**config.mk**
```make
export PLATFORM = sky130hd
export DESIGN_NAME = scale_line_reader
export DESIGN_NICKNAME = d
export VERILOG_FILES = /design/src/rtl/scale_line_reader.sv
export SDC_FILE = /design/constraint.sdc
export NUM_CORES = 1
export LEC_CHECK = 0
export ABC_CLOCK_PERIOD_IN_PS = 5900
export CAP_MARGIN = 20
export CORE_AREA = 5 5 90 109
export CTS_CLUSTER_SIZE = 24
export DETAILED_ROUTE_END_ITERATION = 12
export DIE_AREA = 0 0 95 114
export GPL_TIMING_DRIVEN = 0
export HOLD_SLACK_MARGIN = 0.08
export PLACE_DENSITY = 0.63
export SETUP_SLACK_MARGIN = 0.2
export SLEW_MARGIN = 20
export SYNTH_ARGS = -nofsm -noshare
export SYNTH_HDL_FRONTEND = slang
export SYNTH_SLANG_ARGS = --single-unit
```
**constraint.sdc**
```tcl
create_clock -name clk -period 5.9 [get_ports clk]
set_input_delay 0.885 -clock clk [delete_from_list [all_inputs] [get_ports clk]]
set_output_delay 0.885 -clock clk [all_outputs]
set_load 0.005 [all_outputs]
```
**src/rtl/scale_line_reader.sv**
```systemverilog
// Line reader: pulls one LINE_LEN-word line from an async FIFO read port
// (1-clk read latency) into a 2-entry skid buffer and streams it downstream.
module scale_line_reader #(
  parameter int unsigned DATA_WIDTH = 16,
  parameter int unsigned LINE_LEN   = 1024,
  parameter int unsigned CNT_WIDTH  = 11
) (
  input  logic                  clk,
  input  logic                  tb_rst,
  input  logic                  start,
  input  logic                  abort,
  output logic                  fifo_rd_en,
  input  logic [DATA_WIDTH-1:0] fifo_rd_data,
  input  logic                  fifo_rd_empty,
  output logic                  m_valid,
  input  logic                  m_ready,
  output logic [DATA_WIDTH-1:0] m_data,
  output logic                  m_last,
  output logic                  busy,
  output logic                  done,
  output logic [15:0]           stall_cnt
);

  localparam logic [CNT_WIDTH-1:0] LineLen = CNT_WIDTH'(LINE_LEN);
  localparam logic [CNT_WIDTH-1:0] LastIdx = CNT_WIDTH'(LINE_LEN - 1);

  typedef enum logic [1:0] {StIdle, StRead, StDone} state_e;

  state_e                state_q, state_d;
  logic [CNT_WIDTH-1:0]  issued_cnt_q, issued_cnt_d;
  logic [CNT_WIDTH-1:0]  out_cnt_q, out_cnt_d;
  logic [1:0]            occ_q, occ_d;
  logic                  inflight_q, inflight_d;
  logic [DATA_WIDTH-1:0] hold_q [2];
  logic [DATA_WIDTH-1:0] hold_d [2];
  logic [15:0]           stall_cnt_q, stall_cnt_d;

  logic pop;
  logic start_line;
  logic abort_rd;
  logic fill_ok;
  logic wr_idx;

  // State register.
  always_ff @(posedge clk or posedge tb_rst) begin
    if (tb_rst) begin
      state_q <= StIdle;
    end else begin
      state_q <= state_d;
    end
  end

  // Next-state logic; abort wins over completion.
  always_comb begin
    state_d = state_q;
    unique case (state_q)
      StIdle: if (start) state_d = StRead;
      StRead: begin
        if (abort)               state_d = StIdle;
        else if (pop && m_last)  state_d = StDone;
      end
      StDone: state_d = StIdle;
      default: state_d = StIdle;
    endcase
  end

  // FSM-derived outputs and the stream/read-strobe decode.
  always_comb begin
    busy       = (state_q == StRead);
    done       = (state_q == StDone);
    m_valid    = (occ_q != 2'd0);
    m_data     = hold_q[0];
    pop        = m_valid & m_ready;
    m_last     = m_valid & (out_cnt_q == LastIdx);
    start_line = (state_q == StIdle) & start;
    abort_rd   = busy & abort;
    // Space check: entries held plus in flight, minus the one leaving now.
    fill_ok    = ({1'b0, occ_q} + {2'b00, inflight_q}) < (3'd2 + {2'b00, pop});
    // abort also blocks the read so no FIFO word is consumed and then dropped.
    fifo_rd_en = busy & ~abort & ~fifo_rd_empty & (issued_cnt_q < LineLen) & fill_ok;
    stall_cnt  = stall_cnt_q;
  end

  // Counters, skid buffer and starvation counter next-state.
  always_comb begin
    issued_cnt_d = issued_cnt_q;
    out_cnt_d    = out_cnt_q;
    occ_d        = occ_q;
    inflight_d   = fifo_rd_en;
    hold_d[0]    = hold_q[0];
    hold_d[1]    = hold_q[1];
    stall_cnt_d  = stall_cnt_q;
    // Slot for the arriving word is occ-pop; occ==2 with a fill cannot occur.
    wr_idx       = occ_q[0] ^ pop;

    if (start_line) begin
      issued_cnt_d = '0;
      out_cnt_d    = '0;
    end else begin
      if (fifo_rd_en)   issued_cnt_d = issued_cnt_q + 1'b1;
      if (busy && pop)  out_cnt_d    = out_cnt_q + 1'b1;
    end

    if (abort_rd) begin
      occ_d      = 2'd0;
      inflight_d = 1'b0;
    end else begin
      if (pop)        hold_d[0]      = hold_q[1];
      if (inflight_q) hold_d[wr_idx] = fifo_rd_data;
      occ_d = occ_q + {1'b0, inflight_q} - {1'b0, pop};
    end

    if (busy && !m_valid && (stall_cnt_q != 16'hFFFF)) begin
      stall_cnt_d = stall_cnt_q + 16'd1;
    end
  end

  // Datapath registers; reset discards buffered and in-flight data.
  always_ff @(posedge clk or posedge tb_rst) begin
    if (tb_rst) begin
      issued_cnt_q <= '0;
      out_cnt_q    <= '0;
      occ_q        <= 2'd0;
      inflight_q   <= 1'b0;
      hold_q[0]    <= '0;
      hold_q[1]    <= '0;
      stall_cnt_q  <= 16'd0;
    end else begin
      issued_cnt_q <= issued_cnt_d;
      out_cnt_q    <= out_cnt_d;
      occ_q        <= occ_d;
      inflight_q   <= inflight_d;
      hold_q[0]    <= hold_d[0];
      hold_q[1]    <= hold_d[1];
      stall_cnt_q  <= stall_cnt_d;
    end
  end

endmodule

```
==> impl_metrics.json, run 1 <==
{
  "cp_num_buf_inv": 3,
  "slew_violations": 0,
  "grt_start_max_net_pins": 45,
  "synth_mux_area_frac": 0.0742,
  "rsz0062_at_grt": "no",
  "die_area_um2": 10800,
  "initialDrtViolationCount": 166,
  "path_clk_slew_ns": 0.08,
  "synth_flop_cell": "dfrtp_1",
  "syn-instance-count": 340,
  "min_period_ns": 4.03,
  "root_buffer": "clkbuf_8",
  "r2r.worst_path.cells": 6,
  "fmax_ghz": 0.248,
  "avgSynthCellArea_um2": 10.8,
  "synth_edf_count": 0,
  "path_common_cell": "clkdlybuf4s50_1",
  "wl_per_cell_um": 14.8,
  "clock_latency_ns": 0.35,
  "leakagePower_nw": 2.05,
  "synthXorXnorAreaFrac": 0.0429,
  "synth_compound_area_frac": 0.102,
  "power_density_nw_per_um2": 353,
  "drtPass1Iterations": 5,
  "worst_slack_ns": 1.87,
  "start_kind": "input pin",
  "status": "finished clean",
  "hpwl_um": 5660,
  "crit_type": "input pin to primary output",
  "final_cell_mix": "dfrtp_1 (75), clkdlybuf4s50_1 (58), inv_1 (23), nor2_1 (21), nand2_1 (20)",
  "r2r-end": "m_data[7]",
  "finClkSkew_ns": 0.00462,
  "syn_area_um2": 3680,
  "dr_total_vias": 2832,
  "whs_ns": 0.476,
  "core_region_area_um2": 8750,
  "layout-drive-gt1-share": 0.149,
  "seq_area_frac_synth": 0.511,
  "synthArstFlopShare": 1.00,
  "place_ws_ns": 1.86,
  "crit_slowest_cell": "clkdlybuf4s50_1",
  "syn2layout_area_growth_pct": 25.3,
  "required_ns": 5.02,
  "die_height_um": 114,
  "finalNonFillerCells": 535,
  "clockBufferDepth": 2,
  "wirelength_um": 7910,
  "crit_chain": "clkdlybuf4s50_1 > or3b_1 > or4_4 > buf_6 > nor2_1 > clkdlybuf4s50_1",
  "io_pins": 59,
  "synth.ff_latch_count": 75,
  "rows": 38,
  "initial_utilization": 0.420,
  "synth_fa_ha_area_frac": 0.0238,
  "crit_family": "buffers and inverters",
  "ant_nets": 0,
  "nFillCells": 835,
  "synth_top_family_by_area": "simple AND/OR/NAND/NOR gates",
  "hold_class": "register to register",
  "grt_first_pass_wirelength_um": 13800,
  "relSlewSlack": 0.338,
  "fin_crit_sh": 0.683,
  "critPathArrivalTime_ns": 3.15,
  "track_usage": 0.160,
  "num_antenna_cells": 0,
  "nets": 439,
  "detail_route.vias_per_cell": 5.29,
  "mostFrequentLayoutCell": "dfrtp_1",
  "cp_max_fo": 10,
  "path_depth": 6,
  "ys_warn_count": 0,
  "crit_start": "abort",
  "cts.sinks": 75,
  "cts_buffers": 9,
  "cts-resized-gates": 0,
  "cts_setup_buffers": 0,
  "r2r_slack_ns": 3.31,
  "cp-end-kind": "primary output",
  "synth.net_count": 369,
  "overflow": 0,
  "cts_tree": "yes",
  "gp_congestion": 0.800,
  "dp_cells": 519,
  "fp.dieW_um": 95,
  "critPathMaxStageDelay_ns": 0.54,
  "crit_path_end": "fifo_rd_en",
  "setup_violations": 0,
  "peakVddDrop_mv": 0.129,
  "finalHoldViolCount": 0,
  "ys_types": 49,
  "htreeDepth": 3,
  "ctsHoldBuffers": 0,
  "drc": 0,
  "grt_antenna_before_repair": 0,
  "io_buffers": 58,
  "grt_pass1_vias": 2845,
  "synth_simple_gate_area_frac": 0.178,
  "worst_pin_slew_ns": 0.993,
  "setup-tns-final_ns": 0,
  "cap_violations": 0,
  "r2r_start": "occ_q[0]"
}
==> kinds of logic after synthesis <==
| kind of cell | count (synthesis) |
|---|---|
| AOI/OAI and AO/OA | 51 |
| xor gates and xnor gates | 18 |
| adders and majority gates | 7 |
| buffers and inverters | 49 |
| DFF | 75 |
| muxes | 25 |
| and+or+nand+nor | 115 |
==> synth_stat cells (2+ instances only) <==
| cell type | instances | area (um2) |
|---|---|---|
| dfrtp_1 | 75 | 1880 |
| inv_1 | 24 | 90.1 |
| nor2_1 | 21 | 78.8 |
| nand2_1 | 20 | 75.1 |
| mux2_2 | 18 | 203 |
| nand3_1 | 17 | 85.1 |
| a222oi_1 | 16 | 160 |
| buf_4 | 16 | 120 |
| a21oi_1 | 11 | 55.1 |
| xor2_1 | 11 | 96.3 |
| nand4_1 | 10 | 62.6 |
| ha_1 | 7 | 87.6 |
| mux2i_1 | 7 | 70.1 |
| nor3_1 | 7 | 35.0 |
| o21ai_0 | 7 | 35.0 |
| xnor2_1 | 7 | 61.3 |
| clkbuf_1 | 6 | 22.5 |
| or3_1 | 6 | 37.5 |
| a31oi_1 | 4 | 25.0 |
| and4_1 | 4 | 35.0 |
| nor4_1 | 4 | 25.0 |
| o31ai_1 | 4 | 30.0 |
| or4_1 | 4 | 30.0 |
| and2_1 | 3 | 18.8 |
| nand2b_1 | 2 | 12.5 |
| nand3b_1 | 2 | 15.0 |
| nor3b_1 | 2 | 15.0 |
| nor4b_1 | 2 | 17.5 |
| o21ai_1 | 2 | 10.0 |
| or4b_2 | 2 | 20.0 |
==> through the flow <==
step	cell area, um2	power [mW]	utilization
after floorplan	3680	1.06	-
after CTS	4610	1.65	0.526
after global placement	4410	1.28	0.504
after global routing	4610	1.75	0.526
final	4610	1.63	0.526
after detailed placement	4440	1.30	0.507
==> layer usage <==
layer	wire length, um	GRT usage	vias to the layer above
li1	-	-	1371
met1	3490	0.214	1389
met2	3880	0.249	63
met3	415	0.0383	9
met4	128	0.0664	0
met5	0	0	-
==> area by class of cell <==
class	count	area, um2	area share
Inverter	25	96.3	0.0209
Multi-Input combinational cell	216	1550	0.336
Timing Repair Buffer	59	608	0.132
Sequential cell	75	1880	0.407
Clock inverter	7	45.0	0.00978
Clock buffer	9	124	0.0269
Tap cell	120	150	0.0326
Buffer	24	159	0.0345
==> power breakdown <==
| group | switching [mW] | internal, mW | total (mW) |
|---|---|---|---|
| combinational | 0.224 | 0.319 | 0.542 |
| sequential | 0.0984 | 0.638 | 0.737 |
| clock | 0.198 | 0.150 | 0.347 |
| total | 0.519 | 1.11 | 1.63 |
==> worst min path at each step <==
stage | startpoint | end | slack, ns | cells after the start
after floorplan | issued_cnt_q[8] | issued_cnt_q[8] | 0.45 | 1
after global placement | register | m_data[0] | 0.46 | 2
after detailed placement | issued_cnt_q[8] | issued_cnt_q[8] | 0.47 | 1
after CTS | issued_cnt_q[8] | issued_cnt_q[8] | 0.48 | 1
after global routing | issued_cnt_q[8] | issued_cnt_q[8] | 0.50 | 1
final | issued_cnt_q[8] | issued_cnt_q[8] | 0.48 | 1
Power figures use the tool's default switching activity.
==> run 2, diff against run 1 <==
ABC_CLOCK_PERIOD_IN_PS = 3690   (was 5900)
PLACE_DENSITY = 0.66   (was 0.63)
clock period = 3.69 ns   (was 5.9 ns; I/O delays follow)
==> run 2 against run 1 <==
Wire length up 1.2%. Setup slack worse by 1.5 ns. Utilization rose by 0.93 points. Sequential power up 59%. Largest power group unchanged. Non-clock buffer count unchanged. Combinational power grew 62%. Design area rose by 1.8%. Die area unchanged. Register-to-register slack got worse by 2.2 ns.
==> impl_metrics.json, run 2 (synthesis gave the netlist of run 1 again) <==
{
  "fp.dieW_um": 95,
  "fin_crit_sh": 0.900,
  "min_period_ns": 3.32,
  "wirelength_um": 8000,
  "detail_route.vias_per_cell": 5.23,
  "placed_cell_area_um2": 4440,
  "start_kind": "input pin",
  "final_cell_mix": "dfrtp_1 (75), clkdlybuf4s50_1 (58), inv_1 (23), nor2_1 (21), nand2_1 (20)",
  "initialDrtViolationCount": 256,
  "rsz0062_at_grt": "no",
  "mostFrequentLayoutCell": "dfrtp_1",
  "dr_total_vias": 2799,
  "initial_utilization": 0.420,
  "crit_type": "input pin to primary output",
  "critPathArrivalTime_ns": 2.77,
  "io_buffers": 58,
  "nets": 439,
  "path_clk_slew_ns": 0.08,
  "root_buffer": "clkbuf_8",
  "setup_violations": 0,
  "cts-resized-gates": 0,
  "grt_first_pass_wirelength_um": 14100,
  "multi_input_area_um2": 1550,
  "cap_violations": 0,
  "layout-drive-gt1-share": 0.149,
  "status": "finished clean",
  "crit_chain": "clkdlybuf4s50_1 > or3b_1 > or4_4 > buf_6 > nor2_1 > clkdlybuf4s50_1",
  "die_area_um2": 10800,
  "syn2layout_area_growth_pct": 27.5,
  "rows": 38,
  "cts.sinks": 75,
  "leakagePower_nw": 2.10,
  "num_antenna_cells": 0,
  "io_pins": 59,
  "whs_ns": 0.474,
  "required_ns": 3.14,
  "ant_nets": 0,
  "slew_violations": 0,
  "power_density_nw_per_um2": 604,
  "drtPass1Iterations": 4,
  "overflow": 0,
  "hpwl_um": 5680,
  "htreeDepth": 3,
  "fin_util": 0.536,
  "track_usage": 0.163,
  "finClkSkew_ns": 0.0127,
  "cts_setup_buffers": 0,
  "relSlewSlack": 0.358,
  "path_common_cell": "clkdlybuf4s50_1",
  "worst_pin_slew_ns": 0.963,
  "crit_slowest_cell": "clkdlybuf4s50_1",
  "clockBufferDepth": 2,
  "finalHoldViolCount": 0,
  "hold_class": "register to register",
  "gp_congestion": 0.779,
  "final_area_um2": 4690,
  "cp-end-kind": "primary output",
  "ctsHoldBuffers": 0,
  "drc": 0,
  "clock_latency_ns": 0.35,
  "die_height_um": 114,
  "wl_per_cell_um": 15.0,
  "cp_max_fo": 10,
  "peakVddDrop_mv": 0.193,
  "nFillCells": 815,
  "setup-tns-final_ns": 0,
  "grt_antenna_before_repair": 0,
  "fmax_ghz": 0.301,
  "cts_buffers": 9,
  "power_mw": 2.83,
  "grt_pass1_vias": 2984,
  "ff_latch_area_um2": 1880,
  "critPathMaxStageDelay_ns": 0.52,
  "grt_start_max_net_pins": 52,
  "core_region_area_um2": 8750,
  "cts_tree": "yes"
}
run 2: cell count changes in the layout (fill, tap and decap cells not counted):
cell and delta:
clkinv_2 -2, bufinv_16 +3, clkinvlp_4 -4, clkbuf_8 +1, clkinv_4 +2
run 2: layout make-up:
type | instances | share of cell area
multi-input combinational | 216 | 0.330
clock inverter | 6 | 0.0240
timing repair buffer | 59 | 0.130
sequential | 75 | 0.400
clock buffer | 10 | 0.0294
buffer | 24 | 0.0339
tap | 120 | 0.0320
inverter | 25 | 0.0206
run 2: metal layers:
metal | vias to the layer above | GRT usage | part of all wire
met5 | - | 0 | 0
met4 | 0 | 0.0597 | 0.016
li1 | 1372 | - | -
met3 | 10 | 0.0350 | 0.042
met2 | 52 | 0.262 | 0.47
met1 | 1365 | 0.216 | 0.47
run 2: critical path, delay by kind of cell:
kind / cells / cell delay [ns]
buffers and inverters: 3 / 1.19
and+or+nand+nor: 3 / 1.02
run 2: stage by stage:
| step | cells | setup WS, ns |
|---|---|---|
| after floorplan | 340 | 1.23 |
| after global placement | 518 | -0.0468 |
| after detailed placement | 519 | 0.364 |
| after CTS | 535 | 0.362 |
| after global routing | 535 | 0.258 |
| final | 535 | 0.368 |
run 2: worst paths after layout:
kind                            startpoint         endpoint  slack, ns  cells past startpoint
setup / recovery                     abort       fifo_rd_en       0.37                      6
hold / removal             issued_cnt_q[8]  issued_cnt_q[8]       0.47                      1
setup reg to reg                  occ_q[0]        m_data[9]       1.16                      6
hold reg to reg            issued_cnt_q[8]  issued_cnt_q[8]       0.47                      1
max in group asynchronous           tb_rst  issued_cnt_q[5]       2.61                      3
min in group asynchronous           tb_rst        m_data[1]       0.54                      2
run 2: report_power, final:
part	leakage, nW	internal, mW	switching (mW)
Clock	0.126	0.469	0.312
Sequential	0.996	1.02	0.155
Combinational	0.979	0.512	0.363
Total	2.10	2.00	0.831
==> run 3, diff against run 2 <==
ABC_CLOCK_PERIOD_IN_PS = 3200   (was 3690)
PLACE_DENSITY = 0.68   (was 0.66)
SLEW_MARGIN = unset   (was 20)
clock period = 3.2 ns   (was 3.69 ns; I/O delays follow)
==> run 3 against run 2 <==
Setup slack gained 0.059 ns. Via count grew 1.7%. First-iteration DRC count shrank 44%. Wire length grew 0.99%. Critical endpoint unchanged. Sequential power grew 15%. Largest power group unchanged. Final cell count grew 0.56%.
==> impl_metrics.json, run 3 (synthesis gave the netlist of run 1 again) <==
{
  "status": "finished clean",
  "cts_tree": "yes",
  "grt_antenna_before_repair": 0,
  "cts.sinks": 75,
  "worst_pin_slew_ns": 0.960,
  "clockBufferDepth": 2,
  "syn2layout_area_growth_pct": 25.9,
  "fp.dieW_um": 95,
  "htreeDepth": 3,
  "cts_buffers": 9,
  "r2r_slack_ns": 0.70,
  "power_density_nw_per_um2": 656,
  "die_area_um2": 10800,
  "placed_cell_area_um2": 4440,
  "dr_total_vias": 2847,
  "finalHoldViolCount": 0,
  "layout-drive-gt1-share": 0.160,
  "initialDrtViolationCount": 144,
  "leakagePower_nw": 2.08,
  "wirelength_um": 8080,
  "hpwl_um": 5710,
  "overflow": 0,
  "rsz0062_at_grt": "no",
  "root_buffer": "clkbuf_8",
  "min_period_ns": 2.77,
  "crit_type": "register to primary output",
  "initial_utilization": 0.420,
  "cp-end-kind": "primary output",
  "r2r-end": "m_data[4]",
  "drc": 0,
  "intPower_mw": 2.06,
  "drtPass1Iterations": 6,
  "required_ns": 2.72,
  "mostFrequentLayoutCell": "dfrtp_1",
  "io_buffers": 58,
  "p_comb_frac": 0.342,
  "nets": 442,
  "num_antenna_cells": 0,
  "peakVddDrop_mv": 0.280,
  "p_seq_frac": 0.444,
  "setup_violations": 0,
  "power_switching_mw": 0.972,
  "slew_violations": 0,
  "fin_util": 0.529,
  "r2r.worst_path.cells": 6,
  "swShare": 0.320,
  "die_height_um": 114,
  "ctsHoldBuffers": 0,
  "clock_power_share": 0.214,
  "clock_latency_ns": 0.36,
  "io_pins": 59,
  "grt_first_pass_wirelength_um": 13800,
  "ant_nets": 0,
  "track_usage": 0.162,
  "cap_violations": 0,
  "finClkSkew_ns": 0.00719,
  "gp_congestion": 0.814,
  "start_kind": "register",
  "relSlewSlack": 0.360,
  "detail_route.vias_per_cell": 5.29,
  "grt_start_max_net_pins": 55,
  "cp_max_fo": 10,
  "wl_per_cell_um": 15.0,
  "worst_slack_ns": 0.427,
  "rows": 38,
  "fmax_ghz": 0.361,
  "place_ws_ns": -0.0122,
  "core_region_area_um2": 8750,
  "r2r_start": "state_q[0]",
  "hold_class": "input pin to async pin",
  "critPathArrivalTime_ns": 2.29,
  "fin_crit_sh": 0.866,
  "final_cell_mix": "dfrtp_1 (74), clkdlybuf4s50_1 (56), inv_1 (23), nand2_1 (20), nor2_1 (20)",
  "nFillCells": 850,
  "grt_pass1_vias": 2914,
  "path_clk_slew_ns": 0.08,
  "final_area_um2": 4630
}
[run 3: power groups by stage]
stage / sequential (mW) / clock, mW / combinational [mW]
2_1_floorplan: 1.33 / 0 / 0.615
3_3_place_gp: 1.36 / 0 / 0.987
3_5_place_dp: 1.37 / 0 / 1.02
4_1_cts: 1.35 / 0.668 / 1.06
5_1_grt: 1.38 / 0.712 / 1.17
6_report: 1.35 / 0.650 / 1.04
[run 3: repair_timing]
| action | CTS | global route |
|---|---|---|
| endpoints found under the hold margin | 0 | 0 |
| resized for setup | 4 | 0 |
| endpoints found under the setup margin | 1 | 0 |
| buffers inserted | 3 | 0 |
[run 3: final cells by class]
class / count / area (um2) / area share
clock buffers: 9 / 124 / 0.0268
clock inverters: 7 / 43.8 / 0.00946
inverters: 25 / 96.3 / 0.0208
plain buffers: 24 / 159 / 0.0343
multi-input cells: 216 / 1550 / 0.335
flip-flops and latches: 75 / 1880 / 0.406
repair buffers: 62 / 628 / 0.136
well taps: 120 / 150 / 0.0324
[run 3: worst max path at each step]
stage               cells after the start               to  slack (ns)      from
floorplan                               1        async pin        0.81    tb_rst
CTS                                     6       fifo_rd_en        0.39  occ_q[0]
detailed placement                      6       fifo_rd_en       -0.01     abort
global route                            6       fifo_rd_en        0.23  occ_q[0]
finish                                  6       fifo_rd_en        0.43  occ_q[0]
global placement                        2  issued_cnt_q[2]       -0.45    tb_rst
[run 3: critical path, stage by stage (launching register included)]
cell and delay [ns]:
dfrtp_2 0.44, buf_4 0.15, o21ai_1 0.38, o21a_1 0.25, clkbuf_1 0.37, nor2_2 0.07
dlygate4sd2_1 0.27
[run 3: per-stage QoR]
step	power (mW)	setup TNS, ns	hold slack (ns)	std cells
floorplan	1.95	0	0.445	340
global placement	2.35	-33.31	0.455	518
detailed placement	2.39	-0.0122	0.469	519
CTS	3.07	0	0.431	538
global route	3.27	0	0.443	538
finish	3.04	0	0.425	538
[run 3: routing by layer]
metal	vias to the layer above	share of wire	GRT usage
li1	1380	-	-
met1	1385	0.45	0.206
met2	66	0.49	0.265
met3	16	0.050	0.0402
met4	0	0.018	0.0606
met5	-	0	0
